$ cat src/rtl/alu_pkg.sv
// ---------------------------------------------------------------------------
// alu_pkg -- definitions shared by the multi-cycle ALU (alu_mc) and its
// iterative multiplier (alu_mc_mul).
//   * opcode constants for the 4-bit control field
//   * bit positions of the {N,Z,C,V} flag vector
//   * FSM state enumeration used by alu_mc
// ---------------------------------------------------------------------------
package alu_pkg;

  localparam logic [3:0] OP_AND = 4'b0000;
  localparam logic [3:0] OP_EOR = 4'b0001;
  localparam logic [3:0] OP_SUB = 4'b0010;
  localparam logic [3:0] OP_ADD = 4'b0100;
  localparam logic [3:0] OP_MUL = 4'b1001;
  localparam logic [3:0] OP_ORR = 4'b1100;
  localparam logic [3:0] OP_MOV = 4'b1101;
  localparam logic [3:0] OP_MVN = 4'b1111;

  localparam int FLAG_N = 3;
  localparam int FLAG_Z = 2;
  localparam int FLAG_C = 1;
  localparam int FLAG_V = 0;

  typedef enum logic [1:0] {
    IDLE = 2'd0,
    BUSY = 2'd1,
    DONE = 2'd2
  } alu_state_e;

endpackage

$ cat src/rtl/alu_mc_mul.sv
// ---------------------------------------------------------------------------
// alu_mc_mul -- iterative shift-add multiplier, one multiplier bit per cycle.
// Only the low WIDTH bits of the product are kept.
//
// Timing: the start cycle consumes bit 0; bits 1..WIDTH-1 follow on the next
// WIDTH-1 cycles. done is a one-cycle pulse on the cycle after the last
// iteration, i.e. WIDTH cycles after start, with product valid alongside it.
//
// Ports:
//   clk      clock, rising edge
//   reset    synchronous active-high reset, aborts any multiply in flight
//   start    load a/b and begin (single-cycle pulse)
//   a, b     operands, sampled only when start=1
//   done     product valid this cycle
//   product  low WIDTH bits of a*b
// ---------------------------------------------------------------------------
module alu_mc_mul #(
  parameter int WIDTH = 32
) (
  input  logic             clk,
  input  logic             reset,
  input  logic             start,
  input  logic [WIDTH-1:0] a,
  input  logic [WIDTH-1:0] b,
  output logic             done,
  output logic [WIDTH-1:0] product
);

  localparam int CW = $clog2(WIDTH + 1);

  logic             busy_q,   busy_d;
  logic [CW-1:0]    cnt_q,    cnt_d;
  logic [WIDTH-1:0] acc_q,    acc_d;
  logic [WIDTH-1:0] mcand_q,  mcand_d;   // a shifted left once per iteration
  logic [WIDTH-1:0] mplier_q, mplier_d;  // b shifted right; bit 0 is the current bit

  assign done    = busy_q && (cnt_q == CW'(WIDTH));
  assign product = acc_q;

  // NOTE: every combinational output gets a default first so no path
  // leaves it unassigned, which would otherwise infer a latch.
  always_comb begin
    busy_d   = busy_q;
    cnt_d    = cnt_q;
    acc_d    = acc_q;
    mcand_d  = mcand_q;
    mplier_d = mplier_q;
    if (start) begin
      busy_d   = 1'b1;
      cnt_d    = CW'(1);
      acc_d    = b[0] ? a : '0;
      mcand_d  = a << 1;
      mplier_d = b >> 1;
    end else if (busy_q && (cnt_q != CW'(WIDTH))) begin
      cnt_d    = cnt_q + CW'(1);
      acc_d    = acc_q + (mplier_q[0] ? mcand_q : '0);
      mcand_d  = mcand_q << 1;
      mplier_d = mplier_q >> 1;
    end else if (busy_q) begin
      // Result handed over this cycle (done=1); go quiet.
      busy_d = 1'b0;
    end
  end

  // NOTE: state is updated with non-blocking assignments so every flop
  // samples its pre-edge inputs regardless of statement order.
  always_ff @(posedge clk) begin
    if (reset) begin
      busy_q   <= 1'b0;
      cnt_q    <= '0;
      acc_q    <= '0;
      mcand_q  <= '0;
      mplier_q <= '0;
    end else begin
      busy_q   <= busy_d;
      cnt_q    <= cnt_d;
      acc_q    <= acc_d;
      mcand_q  <= mcand_d;
      mplier_q <= mplier_d;
    end
  end

endmodule

$ cat src/rtl/alu_mc.sv
// ---------------------------------------------------------------------------
// alu_mc -- multi-cycle ALU with valid/ready handshakes on both sides.
// Single-cycle ops (ADD SUB AND ORR MOV MVN EOR) finish one cycle after
// acceptance; MUL (optional) runs WIDTH cycles in BUSY on alu_mc_mul.
// Result and {N,Z,C,V} flags are registered and held until consumed.
//
// Build option: define ALU_MC_MUL_EN to enable MUL (1001). Without it, 1001
// is an unimplemented opcode and the multiplier is not instantiated.
//
// Ports:
//   clk        clock, rising edge
//   reset      synchronous active-high reset
//   in_valid   request valid          in_ready   accepting (IDLE only)
//   a, b       operands               control    opcode
//   out_valid  result valid (DONE)    out_ready  consumer accepts result
//   result     registered result      flags      registered {N,Z,C,V}
// ---------------------------------------------------------------------------
module alu_mc #(
  parameter int WIDTH = 32
) (
  input  logic             clk,
  input  logic             reset,
  input  logic             in_valid,
  output logic             in_ready,
  input  logic [WIDTH-1:0] a,
  input  logic [WIDTH-1:0] b,
  input  logic [3:0]       control,
  output logic             out_valid,
  input  logic             out_ready,
  output logic [WIDTH-1:0] result,
  output logic [3:0]       flags
);

  import alu_pkg::*;

  alu_state_e       state_q,     state_d;
  logic [WIDTH-1:0] result_q,    result_d;
  logic [3:0]       flags_q,     flags_d;
  logic             in_ready_q,  in_ready_d;
  logic             out_valid_q, out_valid_d;

  logic             accept;
  logic             mul_op;
  logic             mul_done;
  logic [WIDTH-1:0] mul_product;

  logic [WIDTH:0]   alu_sum;
  logic [WIDTH-1:0] alu_res;
  logic             alu_c;
  logic             alu_v;
  logic [3:0]       alu_flags;

  function automatic logic [3:0] pack_flags(input logic [WIDTH-1:0] r,
                                            input logic c, input logic v);
    logic [3:0] f;
    f         = '0;
    f[FLAG_N] = r[WIDTH-1];
    f[FLAG_Z] = (r == '0);
    f[FLAG_C] = c;
    f[FLAG_V] = v;
    return f;
  endfunction

  assign accept = in_valid && in_ready_q;

`ifdef ALU_MC_MUL_EN
  assign mul_op = (control == OP_MUL);

  alu_mc_mul #(.WIDTH(WIDTH)) u_mul (
    .clk     (clk),
    .reset   (reset),
    .start   (accept && mul_op),
    .a       (a),
    .b       (b),
    .done    (mul_done),
    .product (mul_product)
  );
`else
  // BUSY is unreachable; the multiplier path folds away.
  assign mul_op      = 1'b0;
  assign mul_done    = 1'b0;
  assign mul_product = '0;
`endif

  // Single-cycle datapath. SUB is a + ~b + 1, so C=1 means no borrow.
  always_comb begin
    alu_sum = '0;
    alu_res = '0;
    alu_c   = 1'b0;
    alu_v   = 1'b0;
    case (control)
      OP_ADD: begin
        alu_sum = {1'b0, a} + {1'b0, b};
        alu_res = alu_sum[WIDTH-1:0];
        alu_c   = alu_sum[WIDTH];
        alu_v   = (a[WIDTH-1] == b[WIDTH-1]) && (alu_res[WIDTH-1] != a[WIDTH-1]);
      end
      OP_SUB: begin
        alu_sum = {1'b0, a} + {1'b0, ~b} + (WIDTH+1)'(1);
        alu_res = alu_sum[WIDTH-1:0];
        alu_c   = alu_sum[WIDTH];
        alu_v   = (a[WIDTH-1] != b[WIDTH-1]) && (alu_res[WIDTH-1] != a[WIDTH-1]);
      end
      OP_AND:  alu_res = a & b;
      OP_ORR:  alu_res = a | b;
      OP_EOR:  alu_res = a ^ b;
      OP_MOV:  alu_res = b;
      OP_MVN:  alu_res = ~b;
      default: alu_res = '0;  // unimplemented: result 0, only Z set
    endcase
    alu_flags = pack_flags(alu_res, alu_c, alu_v);
  end

  always_comb begin
    state_d  = state_q;
    result_d = result_q;
    flags_d  = flags_q;
    case (state_q)
      IDLE: begin
        if (in_valid) begin
          if (mul_op) begin
            state_d = BUSY;
          end else begin
            state_d  = DONE;
            result_d = alu_res;
            flags_d  = alu_flags;
          end
        end
      end
      BUSY: begin
        if (mul_done) begin
          state_d  = DONE;
          result_d = mul_product;
          flags_d  = pack_flags(mul_product, 1'b0, 1'b0);
        end
      end
      DONE: begin
        if (out_ready) state_d = IDLE;
      end
      default: state_d = IDLE;
    endcase
    // Handshake outputs are registered copies of the next-state decode.
    in_ready_d  = (state_d == IDLE);
    out_valid_d = (state_d == DONE);
  end

  always_ff @(posedge clk) begin
    if (reset) begin
      state_q     <= IDLE;
      result_q    <= '0;
      flags_q     <= '0;
      in_ready_q  <= 1'b1;
      out_valid_q <= 1'b0;
    end else begin
      state_q     <= state_d;
      result_q    <= result_d;
      flags_q     <= flags_d;
      in_ready_q  <= in_ready_d;
      out_valid_q <= out_valid_d;
    end
  end

  assign in_ready  = in_ready_q;
  assign out_valid = out_valid_q;
  assign result    = result_q;
  assign flags     = flags_q;

endmodule

$ cat config.mk
export PLATFORM = sky130hd
export DESIGN_NAME = alu_mc
export DESIGN_NICKNAME = d
export VERILOG_FILES = /design/src/rtl/alu_pkg.sv /design/src/rtl/alu_mc_mul.sv /design/src/rtl/alu_mc.sv
export SDC_FILE = /design/constraint.sdc
export NUM_CORES = 1
export LEC_CHECK = 0
export ABC_AREA = 0
export BUFFER_PORTS_ARGS = -buffer_cell sky130_fd_sc_hd__buf_2
export CAP_MARGIN = 30
export CORE_AREA = 4 4 128 180
export DETAILED_ROUTE_END_ITERATION = 10
export DIE_AREA = 0 0 132 184
export GPL_TIMING_DRIVEN = 0
export MAX_ROUTING_LAYER = met4
export PLACE_DENSITY = 0.5
export SETUP_SLACK_MARGIN = 0.2
export SYNTH_ARGS = -nofsm -noshare
export SYNTH_HDL_FRONTEND = slang
export SYNTH_SLANG_ARGS = --single-unit
export TNS_END_PERCENT = 50
$ cat constraint.sdc
create_clock -name clk -period 10.8 [get_ports clk]
set_clock_uncertainty 0.2 [all_clocks]
set_input_delay 1.62 -clock clk [delete_from_list [all_inputs] [get_ports clk]]
set_output_delay 1.62 -clock clk [all_outputs]
set_load 0.005 [all_outputs]
==> flow_metrics.py, run 1 <==
metrics = {
    "critical_path": {
        "rr_startpoint": "state_q[1]$_SDFF_PP0_",
        "arrival_ps": 5870,
        "required_ps": 10800,
        "crit_chain": "buf_2 -> ha_1 -> fa_1 -> a21oi_1 -> o221ai_1 -> nand3_1 -> a41oi_1 -> o31ai_1 -> a21boi_1 -> mux2_2 -> a221oi_1 -> and4_1 -> nand4_1 -> o31ai_1",
        "crit_slowest_cell": "a221oi_1",
        "path_max_fanout": 5,
        "cpMostUsedCell": "o31ai_1",
        "path_class": "in -> reg",
        "critPathLaunchType": "input pin",
        "rrSetupSlack_ps": 7850,
        "max_stage_delay_ps": 590,
        "r2r_cells": 12,
        "worst_r2r_endpoint": "flags[2]$_SDFFE_PP0P_",
        "worstSetupEndpointType": "flop",
    },
    "power_and_ir_drop": {
        "p_switching_w": 0.000323,
        "pwr-share-clk": 0.200,
        "power_frac_comb": 0.570,
        "p_seq_frac": 0.230,
        "peakVddDrop_uv": 72.3,
        "power.share.switching": 0.458,
        "p_int_w": 0.000382,
        "power_per_cell_area_mw_per_mm2": 83.6,
        "leakage_nw": 3.84,
    },
    "global_routing": {
        "overflow": 0,
        "grt_usage": 0.271,
        "grt_pass1_wl_um": 49900,
        "grt_max_degree": 12,
        "grt_pass1_vias": 8551,
        "antenna_found_initial": 0,
    },
    "sta": {
        "max_freq_mhz": 170,
        "drv_slew": 0,
        "setup_slack_ps": 4930,
        "maxSlewHeadroom": 0.205,
        "hold_viol": 0,
        "setup_viol": 0,
        "rsz0062_at_grt": "false",
        "post-route-period-util": 0.543,
        "layout_min_cycle_time_ps": 5870,
        "finalSetupTns_ps": 0,
        "hold_slack_ps": 264,
        "worst_pin_slew_ps": 1180,
    },
    "clocking": {
        "cts-root-to-sink-buffers": 2,
        "path_clk_slew_ps": 60,
        "htreeDepth": 2,
        "clock_sinks": 39,
        "ctsResizeCount": 0,
        "cts_hold_buf": 0,
        "root_buffer": "clkbuf_16",
        "cts_tree": "built",
        "insertion_delay_ps": 280,
        "post-cts-setup-buffers": 0,
        "cts_inserted_buffers": 5,
    },
    "logic_synthesis": {
        "yosysTopAreaCellShare": 0.179,
        "yosys.area_share.simple": 0.207,
        "synth_fp_nets": 1246,
        "synth_edf_count": 0,
        "syn_area_mm2": 0.00741,
        "postSynthCellCount": 1066,
        "synth-xor-area-share": 0.0284,
        "synth_compound_area_frac": 0.365,
        "ys_warn_count": 0,
        "synthTopCellsByArea": "ha_1, dfxtp_1, a21oi_1",
        "synthFlopType": "dfxtp_1",
        "synth_top_family_by_area": "compound AO/OA/AOI/OAI gates",
        "synthMuxAreaShare": 0.0140,
        "synthDistinctLibCells": 85,
        "synth_area_per_cell_um2": 6.95,
        "synth-seq-cells": 39,
        "synthArstFlopShare": 0,
        "synth-seq-area-share": 0.105,
        "synth_fa_ha_area_frac": 0.184,
        "yosys.area.top_type": "ha_1",
    },
    "floorplan": {
        "dieWidth_um": 132,
        "die_y_um": 184,
        "core_mm2": 0.0215,
        "ioPinCount": 110,
        "num_rows": 64,
        "initial_core_util": 0.344,
        "dieArea_mm2": 0.0243,
    },
    "layout": {
        "antenna-diode-count": 0,
        "fin_nets": 1362,
        "final_util": 0.392,
        "syn2layout_area_growth_pct": 13.9,
        "final_common_cell": "buf_2",
        "final_cells": 1447,
        "drive_above_1_share": 0.142,
        "nFillCells": 2387,
        "layout_common_cells": "buf_2, nor2_1, a21oi_1, ha_1, inv_1",
    },
    "routing": {
        "met1_length_um": 13200,
        "drt_iter0_markers": 751,
        "wl_um": 33500,
        "highest_layer": "met4",
        "ant_nets": 0,
        "drtPass1Iterations": 5,
        "dr_wl_met2_um": 16000,
        "vias": 8878,
        "vias_per_cell": 6.14,
        "routed-wl-met3_um": 2260,
        "wl_per_cell_um": 23.2,
        "drc": 0,
    },
    "hold_path": {
        "hold_depth": 1,
        "worstHoldStart": "state_q[1]$_SDFF_PP0_",
        "min_path_type": "reg -> reg",
        "min_to": "state_q[0]$_SDFF_PP0_",
    },
    "place": {
        "dp_slack_ps": 4790,
        "dp_hpwl_um": 27000,
        "io_buffers": 107,
        "dp_cells": 1439,
        "routabilityCongestion": 1.01,
    },
    "job": {
        "drv_cap": 0,
    },
    "status": {
        "status": "completed",
    },
}
==> state kept, by name, summed over array words and instances, names as in the netlist <==
register and count:
state_q 2, result 32, flags 3, in_ready 1, out_valid 1
==> synthesized netlist by cell type (all sizes together), types with 8 or more instances <==
cell    count
a211oi     49
a21o       13
a21oi     107
a311oi     12
a31oi      16
buf        35
clkbuf     32
dfxtp      39
ha        106
inv       101
nand2      59
nand2b     16
nand3      26
nand4      12
nor2      110
nor2b      18
nor3       36
nor4        8
o211ai     16
o21ai      51
o21bai     13
o221ai      9
o22ai      13
o31ai      15
xnor2      22
==> metrics by stage <==
stage,instance area (um2),total power [W]
after floorplan,7410,0.000419
after detailed placement,8300,0.000558
after CTS,8440,0.000700
after global placement,8270,0.000556
after global routing,8440,0.000748
final,8440,0.000706
==> logic make-up after synthesis <==
| logic type | count (synthesis) |
|---|---|
| DFF | 39 |
| AOI/OAI and AO/OA | 397 |
| muxes | 10 |
| and+or+nand+nor | 319 |
| buffers and inverters | 169 |
| xor gates and xnor gates | 24 |
| adders and majority gates | 108 |
==> metal layers <==
metal  track usage  vias up
met4         0.142        0
met5             -        -
met2         0.463      444
met3        0.0353      120
met1         0.308     4179
li1              -     4135
==> cell type report <==
| class | instances | area, um2 | share of cell area |
|---|---|---|---|
| Buffer | 67 | 318 | 0.0377 |
| Clock buffer | 7 | 133 | 0.0157 |
| Clock inverter | 1 | 5.00 | 0.000593 |
| Inverter | 102 | 385 | 0.0457 |
| Multi-Input combinational cell | 858 | 5930 | 0.703 |
| Sequential cell | 39 | 781 | 0.0925 |
| Tap cell | 264 | 330 | 0.0392 |
| Timing Repair Buffer | 109 | 554 | 0.0657 |
==> worst max-delay path, delay by kind of cell <==
kind                     cells  cell delay [ps]
multiplexers                 1              310
buffers and inverters        1              130
adder cells (fa/ha/maj)      2              680
AND/OR/NAND/NOR              3              680
AO/OA/AOI/OAI                7             2440
==> power groups by stage <==
stage	Combinational [W]	Clock, W	Sequential (W)
2_1_floorplan	0.000253	0	0.000166
4_1_cts	0.000394	0.000143	0.000162
3_3_place_gp	0.000391	0	0.000165
5_1_grt	0.000435	0.000150	0.000164
3_5_place_dp	0.000393	0	0.000166
6_report	0.000402	0.000141	0.000162
==> worst max path at each step <==
stage | slack (ps) | to | start | cells past startpoint
after floorplan | 6140 | flags[2]$_SDFFE_PP0P_ | a[0] | 13
after global placement | 4760 | flags[2]$_SDFFE_PP0P_ | b[0] | 14
after detailed placement | 4790 | flags[2]$_SDFFE_PP0P_ | b[0] | 14
after CTS | 5070 | flags[2]$_SDFFE_PP0P_ | b[0] | 14
final | 4930 | flags[2]$_SDFFE_PP0P_ | b[0] | 14
after global routing | 4750 | flags[2]$_SDFFE_PP0P_ | b[0] | 14
Note: power is estimated with default switching activity, not from simulation.
==> inputs of run 2 (changes only) <==
- PLACE_DENSITY: 0.5 -> 0.52
- clock period: 10.8 -> 4.7 ns (I/O delays scaled with it)
==> run 2 against run 1 <==
Net effect: power is 130% higher; die area stayed put; sequential power is 130% higher; register-to-register slack worse by 6100 ps; worst hold slack worse by 4.5 ps; critical path depth stayed put; sequential share of layout area is 0.080 points lower; sequential cell count stayed put; largest cell class unchanged; highest routed layer unchanged.
==> flow_metrics.py, run 2 (same netlist as run 1, synthesis figures left out) <==
metrics = {
    "global_routing": {
        "overflow": 0,
        "grt_usage": 0.265,
        "antenna_found_initial": 0,
        "grt_pass1_wl_um": 49100,
        "grt_max_degree": 12,
        "grt_pass1_vias": 8471,
    },
    "clocking": {
        "insertion_delay_ps": 280,
        "post-cts-setup-buffers": 0,
        "root_buffer": "clkbuf_16",
        "clock_sinks": 39,
        "cts_tree": "built",
        "htreeDepth": 2,
        "cts_inserted_buffers": 5,
        "cts-root-to-sink-buffers": 2,
        "path_clk_slew_ps": 50,
        "cts_hold_buf": 0,
    },
    "layout": {
        "final_common_cell": "buf_2",
        "syn2layout_area_growth_pct": 14.9,
        "drive_above_1_share": 0.154,
        "fin_nets": 1363,
        "antenna-diode-count": 0,
        "layout_common_cells": "buf_2, nor2_1, a21oi_1, ha_1, inv_1",
        "final_area_mm2": 0.00851,
        "nFillCells": 2370,
        "largest_reg_flops": 32,
    },
    "sta": {
        "max_freq_mhz": 227,
        "drv_slew": 0,
        "rsz0062_at_grt": "false",
        "layout_min_cycle_time_ps": 4400,
        "setup_slack_ps": 299,
        "post-route-period-util": 0.936,
        "worst_pin_slew_ps": 985,
        "hold_slack_ps": 259,
        "hold_viol": 0,
        "maxSlewHeadroom": 0.344,
        "setup_viol": 0,
    },
    "critical_path": {
        "path_class": "in -> reg",
        "arrival_ps": 4400,
        "path_max_fanout": 5,
        "critPathLaunchType": "input pin",
        "worstSetupEndpointType": "flop",
        "required_ps": 4700,
    },
    "place": {
        "routabilityCongestion": 0.999,
        "dp_slack_ps": -390,
        "io_buffers": 107,
        "dp_hpwl_um": 26500,
        "dpl_cell_area_mm2": 0.00830,
    },
    "routing": {
        "drc": 0,
        "drt_iter0_markers": 787,
        "wl_per_cell_um": 22.9,
        "wl_um": 33100,
        "vias": 8843,
        "vias_per_cell": 6.11,
        "drtPass1Iterations": 6,
        "ant_nets": 0,
    },
    "power_and_ir_drop": {
        "leakage_nw": 3.86,
        "peakVddDrop_uv": 192,
        "power_per_cell_area_mw_per_mm2": 191,
        "totalPowerFinal_w": 0.00162,
    },
    "floorplan": {
        "dieWidth_um": 132,
        "num_rows": 64,
        "ioPinCount": 110,
        "die_y_um": 184,
        "dieArea_mm2": 0.0243,
        "initial_core_util": 0.344,
        "core_mm2": 0.0215,
    },
    "job": {
        "drv_cap": 0,
    },
    "status": {
        "status": "completed",
    },
    "hold_path": {
        "min_path_type": "reg -> reg",
    },
}
-- run 2: cell count changes in the layout (fill, tap and decap cells not counted), sizes merged --
cell	previous run	this run
buf	143	142
clkbuf	39	41
-- run 2: power breakdown --
part / switching [W] / internal [W] / total [W]
logic: 0.000604 / 0.000329 / 0.000933
clock network: 0.000123 / 0.000196 / 0.000319
registers: 0.0000134 / 0.000359 / 0.000372
total: 0.000740 / 0.000884 / 0.00162
-- run 2: worst max-delay path, cell delays in order --
cell and delay, ps:
buf_2 140, ha_1 260, fa_1 300, a21oi_2 100, o221ai_1 400, nand3_1 280
and4_1 250, o41ai_1 570, nand4_1 180, a21oi_1 270, o21bai_1 110, a211oi_1 500
nand3b_1 130, o31ai_1 190
-- run 2: final timing paths --
path	start	to	slack, ps	depth (start not counted)
hold reg to reg	result[22]$_SDFFE_PP0P_	result[22]$_SDFFE_PP0P_	260	2
setup reg to reg	state_q[1]$_SDFF_PP0_	flags[2]$_SDFFE_PP0P_	1780	12
setup / recovery	b[0]	flags[2]$_SDFFE_PP0P_	300	14
hold / removal	result[22]$_SDFFE_PP0P_	result[22]$_SDFFE_PP0P_	260	2
-- run 2: layout make-up --
| cell class | instances | area (um2) | share of cell area |
|---|---|---|---|
| repair buffers | 110 | 559 | 0.0657 |
| multi-input cells | 858 | 6000 | 0.704 |
| clock inverters | 1 | 5.00 | 0.000588 |
| well taps | 264 | 330 | 0.0388 |
| plain buffers | 67 | 322 | 0.0378 |
| flip-flops and latches | 39 | 781 | 0.0917 |
| inverters | 102 | 385 | 0.0453 |
| clock buffers | 7 | 133 | 0.0156 |
-- run 2: repair_timing --
| action | 4_1_cts | 5_1_grt |
|---|---|---|
| pin swaps | 1 | 1 |
| setup endpoints to repair | 1 | 2 |
| resized for setup | 3 | 16 |
-- run 2: through the flow --
| step | util | instances | setup TNS [ps] |
|---|---|---|---|
| 6_report | 0.395 | 1448 | 0 |
| 5_1_grt | 0.395 | 1448 | 0 |
| 4_1_cts | 0.393 | 1447 | 0 |
| 3_5_place_dp | 0.385 | 1439 | -390 |
| 3_3_place_gp | 0.384 | 1437 | -622 |
| 2_1_floorplan | - | 1066 | 0 |
-- run 2: routing by layer --
metal / part of all wire / vias to the layer above / global-route usage
met5: 0 / - / -
met4: 0.062 / 0 / 0.149
met3: 0.069 / 112 / 0.0367
met2: 0.47 / 428 / 0.450
met1: 0.39 / 4162 / 0.300
li1: - / 4141 / -
